File: src/rtl/rps_game_sequencer_if.sv
// Button inputs and display/score outputs of the rock-paper-scissors game controller.
interface rps_game_sequencer_if;
    logic       btn_start;
    logic       btn_rock;
    logic       btn_paper;
    logic       btn_scissors;
    logic [3:0] selector;
    logic [1:0] player_choice;
    logic [1:0] rival_choice;
    logic [3:0] wins;
    logic [3:0] losses;
    logic       busy;

    // Button side / testbench: drives buttons, observes the game.
    modport master (
        output btn_start,
        output btn_rock,
        output btn_paper,
        output btn_scissors,
        input  selector,
        input  player_choice,
        input  rival_choice,
        input  wins,
        input  losses,
        input  busy
    );

    // Game controller side.
    modport slave (
        input  btn_start,
        input  btn_rock,
        input  btn_paper,
        input  btn_scissors,
        output selector,
        output player_choice,
        output rival_choice,
        output wins,
        output losses,
        output busy
    );
endinterface

File: src/rtl/rps_game_sequencer.sv
// Rock-paper-scissors game controller: sequences the display messages,
// latches player and rival choices, and keeps saturating scores.
module rps_game_sequencer #(
    parameter int unsigned HOLD_CYCLES = 50000000,
    parameter int unsigned TIMER_W     = 26
) (
    input  logic                 clk,
    input  logic                 reset,
    rps_game_sequencer_if.slave  bus
);

    localparam int unsigned SEL_W    = 4;
    localparam int unsigned CHOICE_W = 2;
    localparam int unsigned SCORE_W  = 4;

    // FSM encoding
    localparam logic [2:0] ST_START            = 3'd0;
    localparam logic [2:0] ST_SELECT           = 3'd1;
    localparam logic [2:0] ST_SHOW_PLAYER      = 3'd2;
    localparam logic [2:0] ST_SHOW_RIVAL_LABEL = 3'd3;
    localparam logic [2:0] ST_SHOW_RIVAL       = 3'd4;
    localparam logic [2:0] ST_RESULT           = 3'd5;

    // Display message codes
    localparam logic [SEL_W-1:0] MSG_START    = 4'd0;
    localparam logic [SEL_W-1:0] MSG_SELECT   = 4'd1;
    localparam logic [SEL_W-1:0] MSG_PAPER    = 4'd2;
    localparam logic [SEL_W-1:0] MSG_SCISSORS = 4'd3;
    localparam logic [SEL_W-1:0] MSG_ROCK     = 4'd4;
    localparam logic [SEL_W-1:0] MSG_RIVAL    = 4'd5;
    localparam logic [SEL_W-1:0] MSG_WON      = 4'd6;
    localparam logic [SEL_W-1:0] MSG_LOST     = 4'd7;
    localparam logic [SEL_W-1:0] MSG_TIE      = 4'd8;

    // Choice encoding
    localparam logic [CHOICE_W-1:0] CH_ROCK     = 2'd0;
    localparam logic [CHOICE_W-1:0] CH_PAPER    = 2'd1;
    localparam logic [CHOICE_W-1:0] CH_SCISSORS = 2'd2;

    localparam logic [SCORE_W-1:0]  SCORE_MAX = 4'd15;
    localparam logic [TIMER_W-1:0]  TIMER_LAST = TIMER_W'(HOLD_CYCLES - 1);

    logic [2:0]          state, state_d;
    logic [TIMER_W-1:0]  timer, timer_d;
    logic [1:0]          rival_ctr, rival_ctr_d;
    logic                prev_start, prev_rock, prev_paper, prev_scissors;
    logic [SEL_W-1:0]    selector_q, selector_d;
    logic [CHOICE_W-1:0] player_q, player_d;
    logic [CHOICE_W-1:0] rival_q, rival_d;
    logic [SCORE_W-1:0]  wins_q, wins_d;
    logic [SCORE_W-1:0]  losses_q, losses_d;
    logic                busy_q, busy_d;

    logic                start_pulse, rock_pulse, paper_pulse, scissors_pulse;
    logic [1:0]          choice_count;
    logic [CHOICE_W-1:0] pressed_choice;
    logic                timer_done;
    logic [2:0]          diff_raw;
    logic [2:0]          diff_mod;

    // Message code shown for a given choice.
    function automatic logic [SEL_W-1:0] choice_msg(input logic [CHOICE_W-1:0] ch);
        logic [SEL_W-1:0] msg;
        case (ch)
            CH_PAPER:    msg = MSG_PAPER;
            CH_SCISSORS: msg = MSG_SCISSORS;
            default:     msg = MSG_ROCK;
        endcase
        return msg;
    endfunction

    // Rising-edge detection on the debounced buttons.
    always_comb begin
        start_pulse    = bus.btn_start    & ~prev_start;
        rock_pulse     = bus.btn_rock     & ~prev_rock;
        paper_pulse    = bus.btn_paper    & ~prev_paper;
        scissors_pulse = bus.btn_scissors & ~prev_scissors;
        choice_count   = 2'(rock_pulse) + 2'(paper_pulse) + 2'(scissors_pulse);
        if (paper_pulse) begin
            pressed_choice = CH_PAPER;
        end else if (scissors_pulse) begin
            pressed_choice = CH_SCISSORS;
        end else begin
            pressed_choice = CH_ROCK;
        end
    end

    // Outcome: (player - rival) mod 3, 0 tie / 1 win / 2 loss.
    always_comb begin
        diff_raw = 3'(player_q) + 3'd3 - 3'(rival_q);
        diff_mod = (diff_raw >= 3'd3) ? (diff_raw - 3'd3) : diff_raw;
    end

    // Next-state and next-output logic.
    always_comb begin
        state_d     = state;
        timer_d     = timer;
        selector_d  = selector_q;
        player_d    = player_q;
        rival_d     = rival_q;
        wins_d      = wins_q;
        losses_d    = losses_q;
        busy_d      = busy_q;
        rival_ctr_d = (rival_ctr == 2'd2) ? 2'd0 : (rival_ctr + 2'd1);
        timer_done  = (timer == TIMER_LAST);

        case (state)
            ST_START: begin
                selector_d = MSG_START;
                busy_d     = 1'b0;
                if (start_pulse) begin
                    state_d    = ST_SELECT;
                    selector_d = MSG_SELECT;
                end
            end
            ST_SELECT: begin
                if (choice_count == 2'd1) begin
                    state_d    = ST_SHOW_PLAYER;
                    player_d   = pressed_choice;
                    rival_d    = rival_ctr;
                    timer_d    = '0;
                    selector_d = choice_msg(pressed_choice);
                    busy_d     = 1'b1;
                end
            end
            ST_SHOW_PLAYER: begin
                if (timer_done) begin
                    state_d    = ST_SHOW_RIVAL_LABEL;
                    timer_d    = '0;
                    selector_d = MSG_RIVAL;
                end else begin
                    timer_d = timer + TIMER_W'(1);
                end
            end
            ST_SHOW_RIVAL_LABEL: begin
                if (timer_done) begin
                    state_d    = ST_SHOW_RIVAL;
                    timer_d    = '0;
                    selector_d = choice_msg(rival_q);
                end else begin
                    timer_d = timer + TIMER_W'(1);
                end
            end
            ST_SHOW_RIVAL: begin
                if (timer_done) begin
                    state_d = ST_RESULT;
                    timer_d = '0;
                    busy_d  = 1'b0;
                    case (diff_mod)
                        3'd1: begin
                            selector_d = MSG_WON;
                            if (wins_q != SCORE_MAX) begin
                                wins_d = wins_q + SCORE_W'(1);
                            end
                        end
                        3'd2: begin
                            selector_d = MSG_LOST;
                            if (losses_q != SCORE_MAX) begin
                                losses_d = losses_q + SCORE_W'(1);
                            end
                        end
                        default: selector_d = MSG_TIE;
                    endcase
                end else begin
                    timer_d = timer + TIMER_W'(1);
                end
            end
            ST_RESULT: begin
                busy_d = 1'b0;
                if (start_pulse) begin
                    state_d    = ST_SELECT;
                    selector_d = MSG_SELECT;
                end
            end
            default: begin
                state_d    = ST_START;
                timer_d    = '0;
                selector_d = MSG_START;
                busy_d     = 1'b0;
            end
        endcase
    end

    // State and output registers with synchronous active-low reset.
    always_ff @(posedge clk) begin
        if (!reset) begin
            state         <= ST_START;
            timer         <= '0;
            rival_ctr     <= 2'd0;
            prev_start    <= 1'b0;
            prev_rock     <= 1'b0;
            prev_paper    <= 1'b0;
            prev_scissors <= 1'b0;
            selector_q    <= MSG_START;
            player_q      <= CH_ROCK;
            rival_q       <= CH_ROCK;
            wins_q        <= '0;
            losses_q      <= '0;
            busy_q        <= 1'b0;
        end else begin
            state         <= state_d;
            timer         <= timer_d;
            rival_ctr     <= rival_ctr_d;
            prev_start    <= bus.btn_start;
            prev_rock     <= bus.btn_rock;
            prev_paper    <= bus.btn_paper;
            prev_scissors <= bus.btn_scissors;
            selector_q    <= selector_d;
            player_q      <= player_d;
            rival_q       <= rival_d;
            wins_q        <= wins_d;
            losses_q      <= losses_d;
            busy_q        <= busy_d;
        end
    end

    // Drive the registered values onto the interface.
    assign bus.selector      = selector_q;
    assign bus.player_choice = player_q;
    assign bus.rival_choice  = rival_q;
    assign bus.wins          = wins_q;
    assign bus.losses        = losses_q;
    assign bus.busy          = busy_q;

endmodule

File: src/flat_wrapper.sv
// flat-port wrapper written by rule: the top's interface ports become plain ports
module rps_game_sequencer_flat 
#(
    parameter int unsigned HOLD_CYCLES = 50000000,
    parameter int unsigned TIMER_W     = 26
)
  (clk, reset, bus_btn_start, bus_btn_rock, bus_btn_paper, bus_btn_scissors, bus_selector, bus_player_choice, bus_rival_choice, bus_wins, bus_losses, bus_busy);
  rps_game_sequencer_if bus_i ();
  input  logic clk;
  input  logic reset;
  input wire logic [$bits(bus_i.btn_start)-1:0] bus_btn_start;
  input wire logic [$bits(bus_i.btn_rock)-1:0] bus_btn_rock;
  input wire logic [$bits(bus_i.btn_paper)-1:0] bus_btn_paper;
  input wire logic [$bits(bus_i.btn_scissors)-1:0] bus_btn_scissors;
  output wire logic [$bits(bus_i.selector)-1:0] bus_selector;
  output wire logic [$bits(bus_i.player_choice)-1:0] bus_player_choice;
  output wire logic [$bits(bus_i.rival_choice)-1:0] bus_rival_choice;
  output wire logic [$bits(bus_i.wins)-1:0] bus_wins;
  output wire logic [$bits(bus_i.losses)-1:0] bus_losses;
  output wire logic [$bits(bus_i.busy)-1:0] bus_busy;
  assign bus_i.btn_start = bus_btn_start;
  assign bus_i.btn_rock = bus_btn_rock;
  assign bus_i.btn_paper = bus_btn_paper;
  assign bus_i.btn_scissors = bus_btn_scissors;
  assign bus_selector = bus_i.selector;
  assign bus_player_choice = bus_i.player_choice;
  assign bus_rival_choice = bus_i.rival_choice;
  assign bus_wins = bus_i.wins;
  assign bus_losses = bus_i.losses;
  assign bus_busy = bus_i.busy;
  rps_game_sequencer #(.HOLD_CYCLES(HOLD_CYCLES), .TIMER_W(TIMER_W)) u_core (.clk(clk), .reset(reset), .bus(bus_i));
endmodule
File: config.mk
export PLATFORM = sky130hd
export DESIGN_NAME = rps_game_sequencer_flat
export DESIGN_NICKNAME = d
export VERILOG_FILES = /design/src/rtl/rps_game_sequencer_if.sv /design/src/rtl/rps_game_sequencer.sv /design/src/flat_wrapper.sv
export SDC_FILE = /design/constraint.sdc
export NUM_CORES = 1
export LEC_CHECK = 0
export CORE_AREA = 2 2 108 110
export CTS_CLUSTER_DIAMETER = 100
export DETAILED_ROUTE_END_ITERATION = 12
export DIE_AREA = 0 0 110 112
export HOLD_SLACK_MARGIN = 0.03
export SETUP_SLACK_MARGIN = 0.15
export SYNTH_ARGS = -nofsm -noshare
export SYNTH_HDL_FRONTEND = slang
export SYNTH_SLANG_ARGS = --single-unit
File: constraint.sdc
create_clock -name clk -period 4.5 [get_ports clk]
set_input_delay 0.45 -clock clk [delete_from_list [all_inputs] [get_ports clk]]
set_output_delay 0.45 -clock clk [all_outputs]
set_load 0.02 [all_outputs]
# After elaboration in Yosys (flattened, before gate mapping)
# Cells that the tools add are included.
# Widths: inputs -> output; s select.
# word_totals
regBits,52
inputBits,6
out_inout_bits,17
# classes
add_sub_neg,9
magnitude_cmp,1
eq_ne,22
n_mux,25
n_bitwise,11
n_reduce_logical,12
# ops
operator,n
$pmux 26 s3,1
$mux 26,2
$add 26x1->26 const B,1
$eq 26x26->1 const B,1
$pmux 4 s6,1
$mux 4,5
$mux 3,6
$pmux 3 s5,1
$ne 2x1->1 const B,6
$pmux 3 s2,2
$reduce_and 5->1,2
$eq 3x2->1 const B,3
$add 4x1->4 const B,2
$ne 4x4->1 const B,2
$pmux 4 s2,1
$reduce_and 4->1,2
$not 1->1,7
$eq 2x1->1 const B,3
$eq 2x2->1 const B,3
$eq 3x1->1 const B,2
$eq 3x3->1 const B,2
$reduce_or 2->1,3
$and 1x1->1,4
$mux 2,2
13 further kinds,16

# Longest topological paths before layout
# depth
depth_word,8
depth_mapped,10

# Worst setup path after synthesis
# Ideal clock, no wire load.
# synth_timing
path_type,register -> register
startpoint,register u_core.rival_q[0] (netlist: u_core.bus.rival_choice[0])
endpoint,register u_core.losses_q[3] (netlist: u_core.bus.losses[3])
setup_time_ns,0.070
arrival_time_ns,3.113
required_time_ns,4.430
slack_ns,1.317
stages_incl_launch_ff,11
period_less_slack_ns,3.183
path_cell_list,dfxtp_1 -> inv_1 -> ha_1 -> fa_1 -> ha_1 -> ha_1 -> or2b_2 -> a22o_2 -> or4_4 -> or3_1 -> a21oi_1
# synth_between
elab_chain_cells,5
# synth_lines
item,line,text
start: declaration,rps_game_sequencer.sv:49,"logic [CHOICE_W-1:0] rival_q, rival_d;"
start signal: assignment,rps_game_sequencer.sv:210,rival_q <= rival_d;
$sub 3x2->3 (*),rps_game_sequencer.sv:90,diff_raw = 3'(player_q) + 3'd3 - 3'(rival_q);
$sub 3x2->3 / $ge 3x2->1 (equally long branches),rps_game_sequencer.sv:91,diff_mod = (diff_raw >= 3'd3) ? (diff_raw - 3'd3) : diff_raw;
$mux 3 (*),rps_game_sequencer.sv:91,
$eq 3x2->1 (*),rps_game_sequencer.sv:149,case (diff_mod)
$reduce_and 4->1 (no source line) (*),n/a,
end signal: assignment,rps_game_sequencer.sv:212,losses_q <= losses_d;
end: declaration,rps_game_sequencer.sv:51,"logic [SCORE_W-1:0] losses_q, losses_d;"
# Every way passes the cells marked *; elsewhere a longest branch is shown, timed or not.
# A chain may end at the register's enable or synchronous reset.

# Worst setup path in the final report
# Same ends and word-level chain as after synthesis.

==> qor.txt <==
status -> complete, no violations
TritonCTS clock tree -> done
Synth Cell Area -> 0.00272 mm2
final hold viol count -> 0
Detailed Route Iter0 Violations -> 130
crit path launch type -> flop
leakage -> 1.11 nW
H-tree levels -> 2
global-route wire length before repair -> 10.3 mm
nets@finish -> 341
CTS Sinks -> 52
Synth top area share -> 0.383
Vias/cell -> 4.82
FP Rows -> 39
most numerous cell in the Yosys netlist -> dfxtp_1
Setup TNS -> 0 ns
clock skew -> 0.00612 ns
Critical Path RT -> 4.71 ns
slew margin rel. -> 0.232
Die Width -> 110 um
sequential cell area fraction in the yosys report -> 0.383
antenna violations before repair -> 0
vias in the first global route -> 2193
Clock transition at path regs -> 0.07 ns
CP Max Fanout -> 5
Crit. Startpoint -> u_core.bus.rival_choice[0]
Post-Synthesis Cells -> 308
Seq cells post-synth -> 52
pwr dens -> 334 mW/mm2
starting density of the core -> 0.243
Design Area, Final -> 0.00320 mm2
Worst-Skew Late Latency -> 0.29 ns
GPL Wtd Cong -> 0.804
total number of vias -> 2261
share of layout cells above drive strength 1 -> 0.0736
worst-case vdd ir drop -> 147 uV
# DRC -> 0
critical path capture point -> u_core.bus.losses[3]
R2R Path Start -> u_core.bus.rival_choice[0]
cell taking the most area after synthesis -> dfxtp_1
most frequent cells after synthesis -> 52 x dfxtp_1, 39 x nor2_1, 21 x xor2_1, 19 x nand2_1, 16 x nand3_1
Initial DRT Pass Iterations -> 4
Worst Path Class, Setup -> reg -> reg
port bufs -> 22
fmax -> 308 MHz
Post-synth EDFFs -> 0
unrepaired setup endpoints after global routing -> false
I/O Pins -> 23
Area Growth Syn to Fin -> 17.8%
slew at the pin with the worst max-slew slack -> 1.14 ns
worst reg-to-reg setup slack -> 1.25 ns
post-route minimum period -> 3.25 ns
DR WL/cell -> 12.5 um
# Max-Cap Violations -> 0
final slew viol count -> 0
largest buffer count on any clock path -> 2
Worst EP arrival -> 3.46 ns
die footprint -> 0.0123 mm2
post-synthesis net count -> 324
Syn. warnings -> 0
Crit. End Element -> flop
post-layout util -> 0.287
Top FF cell, synth -> dfxtp_1
die span in y -> 112 um
Hold Crit Class -> reg -> reg
total gr overflow -> 0
post-cts sizing count -> 0
hold_buf cts -> 0
FF-to-FF path depth -> 10
period utilization -> 0.722
Fin Hold WS -> 0.453 ns
post-synth cell types -> 58
Num CTS Buffers -> 5
root buf cell -> clkbuf_16
cell area after placement -> 0.00304 mm2
antenna-violating nets left -> 0
Avg Inst Size Synth -> 8.83 um2
ant diodes -> 0
core area -> 0.0112 mm2
Post-CTS Setup Repair Bufs -> 0
PnR Total Power -> 1.07 mW
main area contributors after synthesis -> dfxtp_1 38%, xor2_1 6.8%, nor2_1 5.4%
HPWL reported at the end of detailed placement -> 4.22 mm
ys async rst share -> 0
Setup Viol. Count Final -> 0
worst reg2reg endpoint -> u_core.bus.losses[3]
detailed-route wire length -> 5.87 mm
largest net degree at the start of global routing -> 26
Total GRT Usage -> 0.104
## through the flow
stage	setup WS [ns]	std cells
6_report	1.25	469
5_1_grt	1.07	469
4_1_cts	1.24	469
3_5_place_dp	1.19	461
3_3_place_gp	1.25	461
2_1_floorplan	1.32	308
## how the worst min path moves through the flow
stage	from	endpoint	slack, ns	depth (start not counted)
global placement	u_core.rival_ctr[0]	u_core.rival_ctr[0]	0.43	1
floorplan	u_core.rival_ctr[0]	u_core.rival_ctr[0]	0.41	1
detailed placement	u_core.rival_ctr[0]	u_core.rival_ctr[0]	0.45	1
CTS	u_core.rival_ctr[0]	u_core.rival_ctr[0]	0.46	1
global route	u_core.rival_ctr[0]	u_core.rival_ctr[0]	0.48	1
finish	u_core.rival_ctr[0]	u_core.rival_ctr[0]	0.45	1
## flip-flops by register name, indices dropped and copies added, names as in the netlist
signal                    count
u_core.rival_ctr              2
u_core.prev_paper             1
u_core.prev_scissors          1
u_core.bus.rival_choice       2
u_core.prev_start             1
u_core.bus.wins               4
u_core.bus.busy               1
u_core.state                  3
u_core.bus.losses             4
u_core.bus.player_choice      2
u_core.bus.selector           4
u_core.prev_rock              1
u_core.timer                 26
## routing by layer
layer,wire [um],global-route usage
met4,74,0.0312
met1,2710,0.135
met2,2850,0.169
met5,0,0
met3,237,0.0240
## cell families after synthesis
family / Yosys count / synth area share
and+or+nand+nor: 139 / 0.287
adders and majority gates: 10 / 0.0515
AOI/OAI and AO/OA: 55 / 0.138
DFF: 52 / 0.383
muxes: 3 / 0.0110
buffers and inverters: 23 / 0.0455
xor gates and xnor gates: 26 / 0.0837
## final cells by class
type	instances	area, um2
clock buffers	5	125
clock inverters	3	42.5
fillers	1193	7970
inverters	11	41.3
multi-input cells	233	1560
flip-flops and latches	52	1040
well taps	143	179
repair buffers	22	220
## where the power goes
part / total (mW) / internal (mW) / leakage (nW) / switching (mW)
sequential: 0.496 / 0.477 / 0.422 / 0.0188
clock: 0.430 / 0.261 / 0.0798 / 0.169
combinational: 0.145 / 0.0639 / 0.608 / 0.0809
## cell usage in the layout, fill, tap and decap left out, drive strengths merged, types with 6 or more instances in the layout
master,instances
nand4,12
and2,8
ha,8
nand3,16
o21ai,8
inv,10
nand2,19
clkdlybuf4s50,22
a211oi,6
nor2,39
xor2,21
or3,7
nor2b,7
and3,6
dfxtp,52
a21oi,15
## critical path, cell delays in order, from the launching register on
cell     delay (ns)
dfxtp_1        0.36
inv_1          0.08
ha_1           0.21
fa_1           0.48
ha_1           0.21
ha_1           0.30
or2b_2         0.30
a22o_2         0.31
or4_4          0.43
or3_1          0.35
a21oi_1        0.14
(Power assumes the default switching activity.)
